<file path="src/rtl/branch_seq.sv">
// branch_seq: sequences BR/BRZ (and BRNZ when BRNZ_EN is defined) against the registered zero flag.
// Latency: start->done is 2 cycles for a taken branch, 1 cycle for not-taken or illegal.
// Backpressure: none; start is accepted only in IDLE, and a start seen while busy is dropped.
module branch_seq #(
   parameter int                  WORD_SIZE = 8,
   parameter int                  OP_SIZE   = 4,
   parameter logic [OP_SIZE-1:0]  OP_BR     = 4'b0111,
   parameter logic [OP_SIZE-1:0]  OP_BRZ    = 4'b1000
) (
   input  logic                  clk,
   input  logic                  rst,
   input  logic                  start,
   input  logic [OP_SIZE-1:0]    opcode,
   input  logic                  zero,
   input  logic [WORD_SIZE-1:0]  pc_in,
   input  logic [WORD_SIZE-1:0]  mem_data,
   output logic [WORD_SIZE-1:0]  mem_addr,
   output logic                  mem_rd,
   output logic [WORD_SIZE-1:0]  pc_out,
   output logic                  pc_load,
   output logic                  pc_inc,
   output logic                  busy,
   output logic                  done,
   output logic                  taken,
   output logic                  illegal
);

   localparam logic [0:0] S_IDLE  = 1'b0;
   localparam logic [0:0] S_FETCH = 1'b1;

`ifdef BRNZ_EN
   localparam logic [OP_SIZE-1:0] OP_BRNZ = OP_SIZE'(4'b1001);
`endif

   logic [0:0] state;
   logic       is_cond;      // recognised conditional branch opcode
   logic       take_branch;  // branch resolves taken with the zero flag seen this cycle

   // Decode the opcode and the live zero flag; only used on the edge that accepts start,
   // so the flag is effectively captured at that edge and later changes do not matter.
   always_comb begin
      is_cond     = 1'b0;
      take_branch = 1'b0;
      if (opcode == OP_BR) begin
         take_branch = 1'b1;
      end else if (opcode == OP_BRZ) begin
         is_cond     = 1'b1;
         take_branch = zero;
      end
`ifdef BRNZ_EN
      else if (opcode == OP_BRNZ) begin
         is_cond     = 1'b1;
         take_branch = ~zero;
      end
`endif
   end

   // Two-state sequencer; every output is a register, and pulses clear unless set this cycle.
   always_ff @(posedge clk) begin
      if (rst) begin
         state    <= S_IDLE;
         mem_addr <= '0;
         pc_out   <= '0;
         mem_rd   <= 1'b0;
         pc_load  <= 1'b0;
         pc_inc   <= 1'b0;
         busy     <= 1'b0;
         done     <= 1'b0;
         taken    <= 1'b0;
         illegal  <= 1'b0;
      end else begin
         mem_rd  <= 1'b0;
         pc_load <= 1'b0;
         pc_inc  <= 1'b0;
         done    <= 1'b0;
         taken   <= 1'b0;
         illegal <= 1'b0;
         case (state)
            S_IDLE: begin
               if (start) begin
                  if (take_branch) begin
                     // Taken: read the address byte the PC points at.
                     state    <= S_FETCH;
                     mem_addr <= pc_in;
                     mem_rd   <= 1'b1;
                     busy     <= 1'b1;
                  end else if (is_cond) begin
                     // Not taken: step the PC over the address byte.
                     pc_inc <= 1'b1;
                     done   <= 1'b1;
                  end else begin
                     done    <= 1'b1;
                     illegal <= 1'b1;
                  end
               end
            end
            S_FETCH: begin
               // Memory is combinational, so the target is on mem_data now.
               pc_out  <= mem_data;
               pc_load <= 1'b1;
               done    <= 1'b1;
               taken   <= 1'b1;
               busy    <= 1'b0;
               state   <= S_IDLE;
            end
            default: begin
               state <= S_IDLE;
               busy  <= 1'b0;
            end
         endcase
      end
   end

endmodule
</file>
<file path="config.mk">
export PLATFORM = sky130hd
export DESIGN_NAME = branch_seq
export DESIGN_NICKNAME = d
export VERILOG_FILES = /design/src/rtl/branch_seq.sv
export SDC_FILE = /design/constraint.sdc
export NUM_CORES = 1
export LEC_CHECK = 0
export CELL_PAD_IN_SITES_DETAIL_PLACEMENT = 1
export CELL_PAD_IN_SITES_GLOBAL_PLACEMENT = 1
export CORE_ASPECT_RATIO = 1.75
export CORE_MARGIN = 2
export CORE_UTILIZATION = 28
export CTS_CLUSTER_DIAMETER = 150
export DETAILED_ROUTE_END_ITERATION = 12
export GPL_ROUTABILITY_DRIVEN = 0
export PLACE_DENSITY_LB_ADDON = 0.1
export SYNTH_ARGS = -nofsm -noshare
export SYNTH_HDL_FRONTEND = slang
export SYNTH_SLANG_ARGS = --single-unit
</file>
<file path="constraint.sdc">
create_clock -name clk -period 2.9 [get_ports clk]
set_clock_uncertainty 0.1 [all_clocks]
set_input_delay 0.58 -clock clk [delete_from_list [all_inputs] [get_ports clk]]
set_output_delay 0.58 -clock clk [all_outputs]
set_load 0.01 [all_outputs]
</file>
## Yosys cells after proc, flatten, opt, wreduce, memory -nomap -nowiden

Index checks and enable logic that the tools add are counted.

- Memory bits (read-only): 0
- Bits in latches: 0
- Register bits: 23
- Memory bits (writable): 0
- Memories kept: 0
- Word-level logic and storage cells: 35
- Output and inout port bits: 23

- Bitwise logic cells: 2
- Multipliers: 0
- Div/mod/pow operators: 0
- Shifts and indexed selects: 0
- Eq/ne operators: 4
- Mux-type cells: 16
- $lt $le $gt $ge: 0
- $add $sub $neg: 0
- Reduce and logical (&&, ||, !) cells: 4

Operators with widths:

| operator | count |
|---|---|
| 1-bit 2-to-1 mux | 13 |
| 1-bit one-hot mux with 2 select lines | 3 |
| 4-bit by 3-bit equality test with 1-bit output, second input constant | 1 |
| 4-bit equality test, second input constant | 1 |
| 2-bit != test, second input constant | 2 |
| 4-bit OR reduction | 1 |
| 3-bit AND reduction | 1 |
| 1-bit inverter | 2 |
| 2-bit AND reduction | 1 |
| 2-bit OR reduction | 1 |

## Logic depth before layout (Yosys ltp)

Gate-level depths: netlist (run 1).

- Word-level depth: 6
- Gate-level depth with buffers: 5

## Least setup slack after synthesis (run 1)

No wires, ideal clock.

- Path kind: input to register
- From: in opcode[0]
- To: reg mem_addr[0]
- Buffers on the path: 1
- Data required time: 2,728 ps
- Setup slack: 1,326 ps
- Stages: 4
- Arrival: 1,402 ps
- Path through: nor4b_2 > a32o_2 > buf_6 > mux2i_1

- Word-level cells in the longest chain between the ends: 4
- Elaborated cells on any way between the ends: 5
- Classes of those cells: 2 x eq/ne; 2 x mux; 1 x reduce/logical

Ends and longest elaborated chain:

| item | line | RTL |
|---|---|---|
| from (decl) | 13 | `input logic [OP_SIZE-1:0] opcode,` |
| 4-bit equality test | 46 | `end else if (opcode == OP_BRZ) begin` |
| 1-bit 2-to-1 mux | 46 |  |
| 1-bit 2-to-1 mux (*) | 44 | `if (opcode == OP_BR) begin` |
| 3-bit AND reduction (no source line) (*) | n/a |  |
| to (signal assigned) | 84 | `mem_addr <= pc_in;` |
| to (decl) | 17 | `output logic [WORD_SIZE-1:0] mem_addr,` |

Mark *: on every way between the ends. The rest lies on a longest branch, timed or not.
A chain may end at the register's enable or synchronous reset.

==> results.txt, run 1 <==
----------------------------------------------------
[Run status]
  Result of the run ... finished, final reports clean

[Die]
  I/O pin count ... 47
  Number of rows created at floorplan ... 26
  Initial Utilization ... 29.02%
  Die span in x ... 45.18 µm
  Core Area ... 2863 µm²
  Vertical die dimension ... 76.06 µm
  Die Footprint ... 3436 µm²

[Logic synthesis]
  Top-area cell type share of the netlist area ... a little over half
  Share of synthesized area occupied by flip-flops and latches ... 53.01%
  Fraction of synthesized area in multiplexers ... 19.28%
  Ranking of synthesized cells by area ... dfxtp_1 (53%), mux2i_1 (19%), nand2_1 (7.2%)
  Largest family of logic cells by synthesized area ... multiplexers
  Xor/xnor share of the synthesized area ... 0%
  Fraction of the mapped netlist area in adder cells ... 0%
  Post-synth cell types ... 21
  Syn nets ... about 110
  Flops & latches, synth ... 22
  Area of the mapped netlist ... roughly 830 µm²
  Mapped Cells ... 82
  Avg Synthesized Cell Area ... ~10 µm²
  Number of warnings reported in the yosys synthesis log ... 0
  Simple-Gate Fraction of Synth Area ... 18.67%
  Cell type contributing the most total cell area after synthesis ... dfxtp_1
  Complex-gate fraction of the synthesized area ... 3.916%

[Layout]
  P&R area growth vs syn ... 62.20%
  Most frequent cells in the layout ... clkdlybuf4s50_1 (46), dfxtp_1 (22), mux2i_1 (16), nand2_1 (16), nor2_1 (10)
  Post-layout nets ... 154
  Share of post-route cells with drive strength above 1 ... 7.031%
  Ant diodes ... 0
  Final standard cell utilization of the core ... 47.07%
  Most frequent standard cell in the layout excluding fill and tap cells ... clkdlybuf4s50_1

[Timing]
  Count of pins over their slew limit ... 0
  Hold violation count in the final report ... 0
  Relative slew margins ... 67.09%
  Worst slew pin tran ... a little under 0.5 ns
  FMAX ... slightly below 500 MHz
  Min Clock Period, post-route ... 2.033 ns
  Period utilization ... 70.09%
  Endpoints failing setup ... 0
  Total Neg Setup Slack ... 0 ns
  Unrepaired setup endpoints after global routing ... no

[Route]
  Vias post-DR ... 745
  Average wire length per cell after detail routing ... ~13 µm
  Remaining DRCs ... 0
  Detailed router's first-iteration violation count ... 15
  First-pass iteration count of the detailed router ... 2
  Via density ... between 4 and 5
  Post-route antenna net violation count ... 0
  Final WL ... 2056 µm

[Critical path]
  Worst setup path category ... reg2out
  Setup slack on the worst flop-to-flop path ... 1.41 ns
  Maximum cell stage delay along the critical path ... 0.57 ns
  Critical register-to-register path startpoint ... state
  Startpoint Class ... flip-flop
  Max FO, Critical Path ... 12
  Critical path cell sequence ... buf_4 > clkdlybuf4s50_1
  Reg-to-Reg End ... busy
  Type of element capturing the critical path ... output port
  Crit path DAT ... 1.35 ns
  Launch point of the critical path ... state
  Critical path data required time ... 2.22 ns
  CP max-delay cell ... clkdlybuf4s50_1
  Category of cells accounting for the largest share of critical-path delay ... buffers and inverters
  Number of buffers and inverters on the critical path ... 2
  Number of cells traversed by the worst register-to-register path ... 4

[Clocking]
  Deepest clock path buffer count ... 2
  Clock Pin Slew Worst Setup and Hold Paths ... 0.07 ns
  Number of sinks on the clock net ... 22
  Cell at the root of the clock tree ... clkbuf_8
  Clock buffer count from CTS ... 3
  Clock tree from TritonCTS ... done
  Maximum level of the CTS H-tree ... 1
  Count of cells resized by post-cts repair ... 0
  Hold-fix buffer count after cts ... 0
  Post-CTS setup-driven buffer insertion count ... 0
  Clock insertion delay at the later pin of the skew report ... around 0.25 ns

[Global routing]
  Wire length of the first global-routing pass ... 3546 µm
  Total overflow reported by the global router ... 0
  Number of global-route vias before repair ... 837
  Overall global routing resource usage ... 13.63%
  Largest net degree at the start of global routing ... 20
  Initial antenna violation count ... 0

[Power]
  Maximum resistive drop on vdd ... 0.0002699 V
  Total leakage power ... between 0.0004 and 0.0005 µW
  Pwr dens ... 418.0 nW/µm²
  Total power draw ... 563.3 µW

[Worst hold path]
  Hold Crit Endpoint ... mem_addr[3]
  Worst hold path stage count ... 2
  Type of the worst min-delay path ... reg2reg
  Critical hold path startpoint ... mem_addr[3]

[Place]
  Number of I/O port buffers ... 46
  Post-detailed-placement half-perimeter wirelength ... 1597 µm

[Run]
  Max capacitance violation total ... 0

----------------------------------------------------
-- through the flow --
step                      hold WS [ns]  setup WS [ns]  instances  instance area [µm²]
after floorplan                 0.3790          1.326         82                830.8
after global placement          0.3414         0.7133        153                 1306
after detailed placement        0.3523         0.6781        153                 1306
after CTS                       0.3652         0.8419        156                 1348
after global routing            0.3875         0.7798        156                 1348
final                           0.3580         0.8673        156                 1348
-- state kept, by name (all words and copies together), names as in the netlist --
signal,cells
mem_addr,8
pc_out,8
busy,1
done,1
illegal,1
pc_inc,1
state,1
taken,1
-- synthesized netlist by cell type --
library cell / n
and4b_1: 1
a21oi_1: 1
nor2b_1: 1
buf_4: 2
o21a_1: 1
buf_2: 1
nor3b_1: 1
buf_6: 1
a31o_2: 1
nor3_1: 1
inv_2: 1
and3b_1: 1
mux2i_1: 16
nor4b_2: 1
nand2_1: 16
dfxtp_1: 22
nor2_1: 10
nand3_1: 1
clkbuf_1: 1
clkinv_1: 1
a32o_2: 1
-- how the worst max path moves through the flow --
stage,to,slack (ns),depth (start not counted)
global route,mem_rd,0.78,2
finish,mem_rd,0.87,2
floorplan,mem_addr[0],1.33,4
CTS,mem_rd,0.84,2
detailed placement,mem_addr[4],0.68,4
global placement,mem_addr[6],0.71,4
-- cell families (layout without fill, tap and decap cells) --
family / count (synthesis) / in the layout
muxes: 16 / 16
DFF: 22 / 22
AOI/OAI and AO/OA: 4 / 4
buffers and inverters: 7 / 53
and+or+nand+nor: 33 / 33
-- report_power, final --
group,switching (µW),internal [µW]
clock,88.5,92.3
combinational,25.5,46.6
sequential,2.45,308
-- worst min-delay path, cell delays in order, from the launching register on --
cell	delay, ns
dfxtp_1	0.31
nand2_1	0.05
mux2i_1	0.05
-- metal layers --
metal  global-route usage [%]  vias up  wire [µm]
met5                        0        -          0
met4                    6.176        0         24
met3                    2.607        2        104
met2                    25.14       25       1168
met1                    13.46      354        759
li1                         -      364          -
-- layout make-up --
| cell class | count | area (µm²) |
|---|---|---|
| Sequential cell | 22 | 440.4 |
| Timing Repair Buffer | 48 | 475.5 |
| Clock buffer | 3 | 41.29 |
| Fill cell | 320 | 1515 |
| Tap cell | 28 | 35.03 |
| Inverter | 2 | 7.507 |
| Multi-Input combinational cell | 53 | 347.8 |
Power figures use the tool's default switching activity.
==> run 2: changes to the inputs <==
CORE_UTILIZATION = 24   (was 28)
clock period = 1.8 ns   (was 2.9 ns; I/O delays follow)
==> run 2 against run 1 <==
  * Clock power rose by 94%
  * Power rose by 73%
  * Setup slack got worse by 0.74 ns
  * Design area rose by 7.0%
  * Non-clock buffer count rose by 5
  * Core utilization fell by 4.2 points
  * Largest power group unchanged
==> results.txt, run 2 (synthesis results as in run 1) <==
----------------------------------------------------
[Run]
  Max capacitance violation total ... 0 (unchanged)

[Route]
  Via density ... 4.279 (-10%)
  Detailed router's first-iteration violation count ... 1 (-14)
  Average wire length per cell after detail routing ... 11.79 µm (-11%)
  Post-route antenna net violation count ... 0 (unchanged)
  Final WL ... 2110 µm (+2.6%)
  Vias post-DR ... 766 (+2.8%)
  First-pass iteration count of the detailed router ... 2 (unchanged)
  Remaining DRCs ... 0 (unchanged)

[Global routing]
  Overall global routing resource usage ... 11.63% (-2.0 points)
  Largest net degree at the start of global routing ... 18 (-10%)
  Number of global-route vias before repair ... 839 (+0.24%)
  Wire length of the first global-routing pass ... 3615 µm (+1.9%)
  Total overflow reported by the global router ... 0 (unchanged)
  Initial antenna violation count ... 0 (unchanged)

[Critical path]
  Number of cells traversed by the worst register-to-register path ... 4 (unchanged)
  Worst setup path category ... reg2out
  Stages on the worst setup path ... 1 (-1)
  Type of element capturing the critical path ... output port
  Critical path data required time ... 1.34 ns (-0.88 ns)
  Critical path cell sequence ... clkdlybuf4s50_1
  CP max-delay cell ... clkdlybuf4s50_1
  Maximum cell stage delay along the critical path ... 0.56 ns (about the same)
  Number of buffers and inverters on the critical path ... 1 (-1)
  Category of cells accounting for the largest share of critical-path delay ... buffers and inverters
  Crit path DAT ... 1.22 ns (-0.13 ns)
  Max FO, Critical Path ... 4 (-8)
  Startpoint Class ... flip-flop

[Die]
  I/O pin count ... 47 (unchanged)
  Number of rows created at floorplan ... 28 (+7.7%)
  Vertical die dimension ... 81.83 µm (+7.6%)
  Core Area ... 3363 µm² (+17%)
  Initial Utilization ... 24.70% (-4.3 points)
  Die span in x ... 48.48 µm (+7.3%)
  Die Footprint ... 3967 µm² (+15%)

[Layout]
  Most frequent cells in the layout ... clkdlybuf4s50_1 (46), dfxtp_1 (22), mux2i_1 (16), nand2_1 (16), nor2_1 (10)
  Total area of multi-input combinational cells ... 356.6 µm² (+2.5%)
  Largest regs ... mem_addr (8), pc_out (8)
  Filler-free cell count of the finished design ... 179 (+15%)
  P&R area growth vs syn ... 73.49%
  Most frequent standard cell in the layout excluding fill and tap cells ... clkdlybuf4s50_1
  Ant diodes ... 0 (unchanged)
  Share of post-route cells with drive strength above 1 ... 11.19% (+4.2 points)
  Post-layout nets ... 159 (+3.2%)
  FF/Latch Area ... 440.4 µm² (unchanged)
  Number of filler instances in the final layout ... 405 (+27%)
  Final standard cell utilization of the core ... 42.86% (-4.2 points)

[Clocking]
  Deepest clock path buffer count ... 2 (unchanged)
  Clock tree from TritonCTS ... done
  Cell at the root of the clock tree ... clkbuf_8
  Clock insertion delay at the later pin of the skew report ... 0.26 ns (about the same)
  Number of sinks on the clock net ... 22 (unchanged)
  Clock Pin Slew Worst Setup and Hold Paths ... 0.08 ns (about the same)
  Hold-fix buffer count after cts ... 0 (unchanged)
  Maximum level of the CTS H-tree ... 1 (unchanged)
  Clock buffer count from CTS ... 3 (unchanged)

[Power]
  Pwr dens ... 678.0 nW/µm² (+62%)
  Total power draw ... 977.3 µW (+73%)
  Total leakage power ... 0.0005278 µW (+8.3%)
  Maximum resistive drop on vdd ... 0.0003123 V (+16%)

[Worst hold path]
  Type of the worst min-delay path ... reg2reg
  Worst hold path stage count ... 2 (unchanged)

[Place]
  Number of I/O port buffers ... 46 (unchanged)
  Post-detailed-placement half-perimeter wirelength ... 1691 µm (+5.9%)
  Number of placed cells counting well taps ... 175 (+14%)

[Timing]
  Period utilization ... 93.20%
  Min Clock Period, post-route ... 1.678 ns
  Unrepaired setup endpoints after global routing ... no
  Hold violation count in the final report ... 0 (unchanged)
  FMAX ... a little under 600 MHz
  Relative slew margins ... 81.24% (+14 points)
  Worst slew pin tran ... 0.2802 ns (-0.2105 ns)
  Count of pins over their slew limit ... 0 (unchanged)
  Endpoints failing setup ... 0 (unchanged)

[Run status]
  Result of the run ... finished, final reports clean

----------------------------------------------------
-- run 2: per-stage QoR --
step / hold WS, ns / setup TNS, ns / instance area [µm²] / worst slack (ns)
after floorplan: 0.3358 / 0 / 830.8 / 0.4156
after global routing: 0.3852 / 0 / 1441 / 0.06485
final: 0.3599 / 0 / 1441 / 0.1225
after detailed placement: 0.3535 / -1.102 / 1378 / -0.1310
after global placement: 0.3422 / -0.7061 / 1378 / -0.07907
after CTS: 0.3648 / 0 / 1433 / 0.1075
-- run 2: layer usage --
metal	track usage [%]	part of all wire, %	vias to the layer above	routed length [µm]
met4	6.857	2.0	0	43
met2	21.11	54	31	1131
li1	-	-	375	-
met3	2.182	4.7	5	99
met1	12.61	40	355	835
met5	0	0	-	0
-- run 2: area by class of cell --
| type | instances | share of cell area [%] |
|---|---|---|
| multi-input combinational | 53 | 24.74 |
| sequential | 22 | 30.56 |
| timing repair buffer | 53 | 36.46 |
| tap | 45 | 3.906 |
| inverter | 2 | 0.5208 |
| clock buffer | 4 | 3.819 |
-- run 2: power by group --
| group | internal (µW) | leakage [µW] | switching, µW |
|---|---|---|---|
| Sequential | 496 | 0.000178 | 4.26 |
| Combinational | 82.8 | 0.000321 | 42.6 |
| Clock | 195 | 0.0000288 | 157 |
-- run 2: final timing paths --
path	start	end	slack (ns)
max	state	mem_rd	0.12
min reg2reg	mem_addr[1]	mem_addr[1]	0.36
min	mem_addr[1]	mem_addr[1]	0.36
max reg2reg	state	busy	0.43
-- run 2: repair_timing --
action                     in CTS  in global routing
gates resized for setup         0                  1
setup endpoints to repair       0                  1
setup buffers                   0                  0
==> run 3: changes to the inputs <==
ABC_AREA = 1   (was not set)
ABC_CLOCK_PERIOD_IN_PS = 1600   (was not set)
CORE_UTILIZATION = 25   (was 24)
clock period = 1.6 ns   (was 1.8 ns; I/O delays follow)
==> run 3 against run 2 <==
  * Final cell count is 5.0% higher
  * Combinational power rose by 26%
  * Via count grew 8.4%
  * Setup slack got worse by 0.077 ns
  * Worst hold slack improved by 0.017 ns
  * Core utilization is 1.9 points higher
  * Critical path depth unchanged
  * Area after synthesis decreased by 0.30%
  * First-iteration DRC count grew to 3.0 times the previous value
  * Sequential power up 13%
  * Critical endpoint is now mem_addr[3]
  * Largest power group unchanged
==> results.txt, run 3 <==
----------------------------------------------------
[Run status]
  Result of the run ... finished, final reports clean

[Route]
  Average wire length per cell after detail routing ... 11.79 µm (about the same)
  Remaining DRCs ... 0 (unchanged)
  Vias post-DR ... 830 (+8.4%)
  Final WL ... 2217 µm (+5.1%)
  Via density ... 4.415 (+3.2%)
  Detailed router's first-iteration violation count ... 3 (+2)
  First-pass iteration count of the detailed router ... 3 (+1)
  Post-route antenna net violation count ... 0 (unchanged)

[Place]
  Post-detailed-placement half-perimeter wirelength ... 1750 µm (+3.5%)
  Number of I/O port buffers ... 46 (unchanged)
  Number of placed cells counting well taps ... 185 (+5.7%)

[Clocking]
  Deepest clock path buffer count ... 2 (unchanged)
  Number of sinks on the clock net ... 22 (unchanged)
  Clock insertion delay at the later pin of the skew report ... 0.25 ns (about the same)
  Clock buffer count from CTS ... 3 (unchanged)
  Cell at the root of the clock tree ... clkbuf_8
  Clock tree from TritonCTS ... done
  Maximum level of the CTS H-tree ... 1 (unchanged)
  Clock Pin Slew Worst Setup and Hold Paths ... 0.07 ns (about the same)

[Global routing]
  Wire length of the first global-routing pass ... 3636 µm (+0.58%)
  Largest net degree at the start of global routing ... 19 (+1)
  Overall global routing resource usage ... 13.18% (+1.6 points)
  Number of global-route vias before repair ... 881 (+5.0%)
  Total overflow reported by the global router ... 0 (unchanged)
  Initial antenna violation count ... 0 (unchanged)

[Timing]
  Endpoints failing setup ... 0 (unchanged)
  Hold violation count in the final report ... 0 (unchanged)
  Worst slew pin tran ... 0.3969 ns (+0.1168 ns)
  Period utilization ... 97.15%
  Min Hold Slack ... 0.3771 ns (+0.01715 ns)
  Relative slew margins ... 73.51% (-7.7 points)
  FMAX ... 643.3 MHz
  Count of pins over their slew limit ... 0 (unchanged)
  Min Clock Period, post-route ... 1.554 ns

[Critical path]
  Max FO, Critical Path ... 2 (-2)
  CP max-delay cell ... clkdlybuf4s50_1
  Worst setup path category ... reg2out
  Category of cells accounting for the largest share of critical-path delay ... buffers and inverters
  Number of cells traversed by the worst register-to-register path ... 3 (-1)
  Setup slack on the worst flop-to-flop path ... 0.47 ns (+0.04 ns)
  Number of buffers and inverters on the critical path ... 1 (unchanged)
  Maximum cell stage delay along the critical path ... 0.54 ns (-0.02 ns)
  Startpoint Class ... flip-flop
  Critical path cell sequence ... clkdlybuf4s50_1
  Reg-to-Reg End ... illegal
  Critical register-to-register path startpoint ... state
  Critical path data required time ... 1.18 ns (-0.16 ns)
  Type of element capturing the critical path ... output port
  Stages on the worst setup path ... 1 (unchanged)
  Crit path DAT ... 1.13 ns (-0.09 ns)

[Logic synthesis]
  Number of enable flip-flop cells after synthesis ... 0 (unchanged)
  Async SR Flop Fraction ... 0% (unchanged)
  Number of warnings reported in the yosys synthesis log ... 0 (unchanged)
  Top-area cell type share of the netlist area ... 53.17% (+0.16 points)
  Post-synth cell types ... 15 (-29%)
  Share of synthesized area occupied by flip-flops and latches ... 53.17% (+0.16 points)
  Ranking of synthesized cells by area ... dfxtp_1 (53%), a22o_1 (8.5%), nand2_1 (6.8%)
  Mapped Cells ... 97 (+18%)
  Area of the mapped netlist ... 828.3 µm² (-0.30%)
  Cell type contributing the most total cell area after synthesis ... dfxtp_1
  Most instantiated flip-flop cell in the synthesis netlist ... dfxtp_1
  Syn nets ... 121 (+14%)
  Flops & latches, synth ... 22 (unchanged)
  Top post-synthesis cells by count ... dfxtp_1 (22), nand2_1 (15), nor2_1 (12)
  Avg Synthesized Cell Area ... 8.539 µm² (-16%)
  Cell with the most instances after synthesis ... dfxtp_1

[Die]
  Vertical die dimension ... 80.15 µm (-2.1%)
  Core Area ... 3142 µm² (-6.6%)
  Die Footprint ... 3808 µm² (-4.0%)
  I/O pin count ... 47 (unchanged)
  Initial Utilization ... 26.36% (+1.7 points)
  Die span in x ... 47.51 µm (-2.0%)
  Number of rows created at floorplan ... 27 (-3.6%)

[Run]
  Max capacitance violation total ... 0 (unchanged)

[Layout]
  Most frequent standard cell in the layout excluding fill and tap cells ... clkdlybuf4s50_1
  Largest regs ... mem_addr (8), pc_out (8)
  Ant diodes ... 0 (unchanged)
  Post-layout nets ... 171 (+7.5%)
  Most frequent cells in the layout ... clkdlybuf4s50_1 (35), dfxtp_1 (21), nand2_1 (15)
  Filler-free cell count of the finished design ... 188 (+5.0%)
  P&R area growth vs syn ... 69.79%
  Share of post-route cells with drive strength above 1 ... 9.655% (-1.5 points)

[Worst hold path]
  Hold Crit Endpoint ... busy
  Worst hold path stage count ... 2 (unchanged)
  Critical hold path startpoint ... busy
  Type of the worst min-delay path ... reg2reg

[Power]
  Maximum resistive drop on vdd ... 0.0003809 V (+22%)
  Total leakage power ... 0.0007640 µW (+45%)
  Pwr dens ... 750.2 nW/µm² (+11%)

----------------------------------------------------
-- run 3: cell types whose count changed after synthesis, sizes merged, moves of 6 or more --
cell	previous run	this run
mux2i	16	0
nor2	10	16
a21oi	1	8
inv	1	13
a22o	0	8
nand3	1	9
-- run 3: worst min-delay path, stage by stage, from the launching register on --
cell and delay (ns):
dfxtp_1 0.33, nand2_1 0.05, o21ai_0 0.06
-- run 3: how the worst max path moves through the flow --
stage          slack [ns]         from           to
6_report             0.05  mem_addr[3]  mem_addr[3]
4_1_cts             0.006    pc_out[5]    pc_out[5]
5_1_grt            -0.006  mem_addr[3]  mem_addr[3]
3_3_place_gp        -0.05    opcode[3]      illegal
2_1_floorplan        0.46        state  mem_addr[4]
3_5_place_dp        -0.13    opcode[3]      illegal
-- run 3: kinds of logic after synthesis --
family	count (synthesis)	synth area share, %
flops	22	53.17
simple gates	42	23.41
buf+inv	16	9.517
compound gates	17	13.90
-- run 3: per-stage QoR --
step           instance area (µm²)  power (µW)  setup WS [ns]   TNS (ns)  utilization (%)
3_3_place_gp                  1340       736.5       -0.04949   -0.09677            42.65
5_1_grt                       1406        1115      -0.006414  -0.006414            44.76
3_5_place_dp                  1340       741.1        -0.1294    -0.8130            42.65
2_1_floorplan                828.3       637.9         0.4637          0                -
4_1_cts                       1381        1082       0.005500          0            43.97
6_report                      1406        1055        0.04561          0            44.76
-- run 3: cell type report --
type,count,area [µm²]
clock buffer,3,41.29
fill,377,1735
inverter,13,48.80
multi-input combinational,59,309.0
sequential,22,441.7
tap,43,53.80
timing repair buffer,48,511.7
-- run 3: repair_timing --
action / 4_1_cts / 5_1_grt
setup buffers: 0 / 0
endpoints found under the setup margin: 1 / 10
gates cloned: 0 / 0
gates resized for setup: 2 / 10
hold buffers: 0 / 0
-- run 3: where the power goes --
part / leakage (µW) / internal, µW / switching (µW)
clock: 0.0000216 / 168 / 164
sequential: 0.000179 / 561 / 6.28
combinational: 0.000564 / 93.3 / 63.3
total: 0.000764 / 822 / 233
-- run 3: per-layer routing --
| metal | vias to the layer above | global-route usage, % | wire length (µm) |
|---|---|---|---|
| met2 | 27 | 23.92 | 1270 |
| met1 | 393 | 12.33 | 759 |
| met4 | 0 | 5.833 | 21 |
| met3 | 2 | 4.270 | 165 |
| met5 | - | 0 | 0 |
| li1 | 408 | - | - |
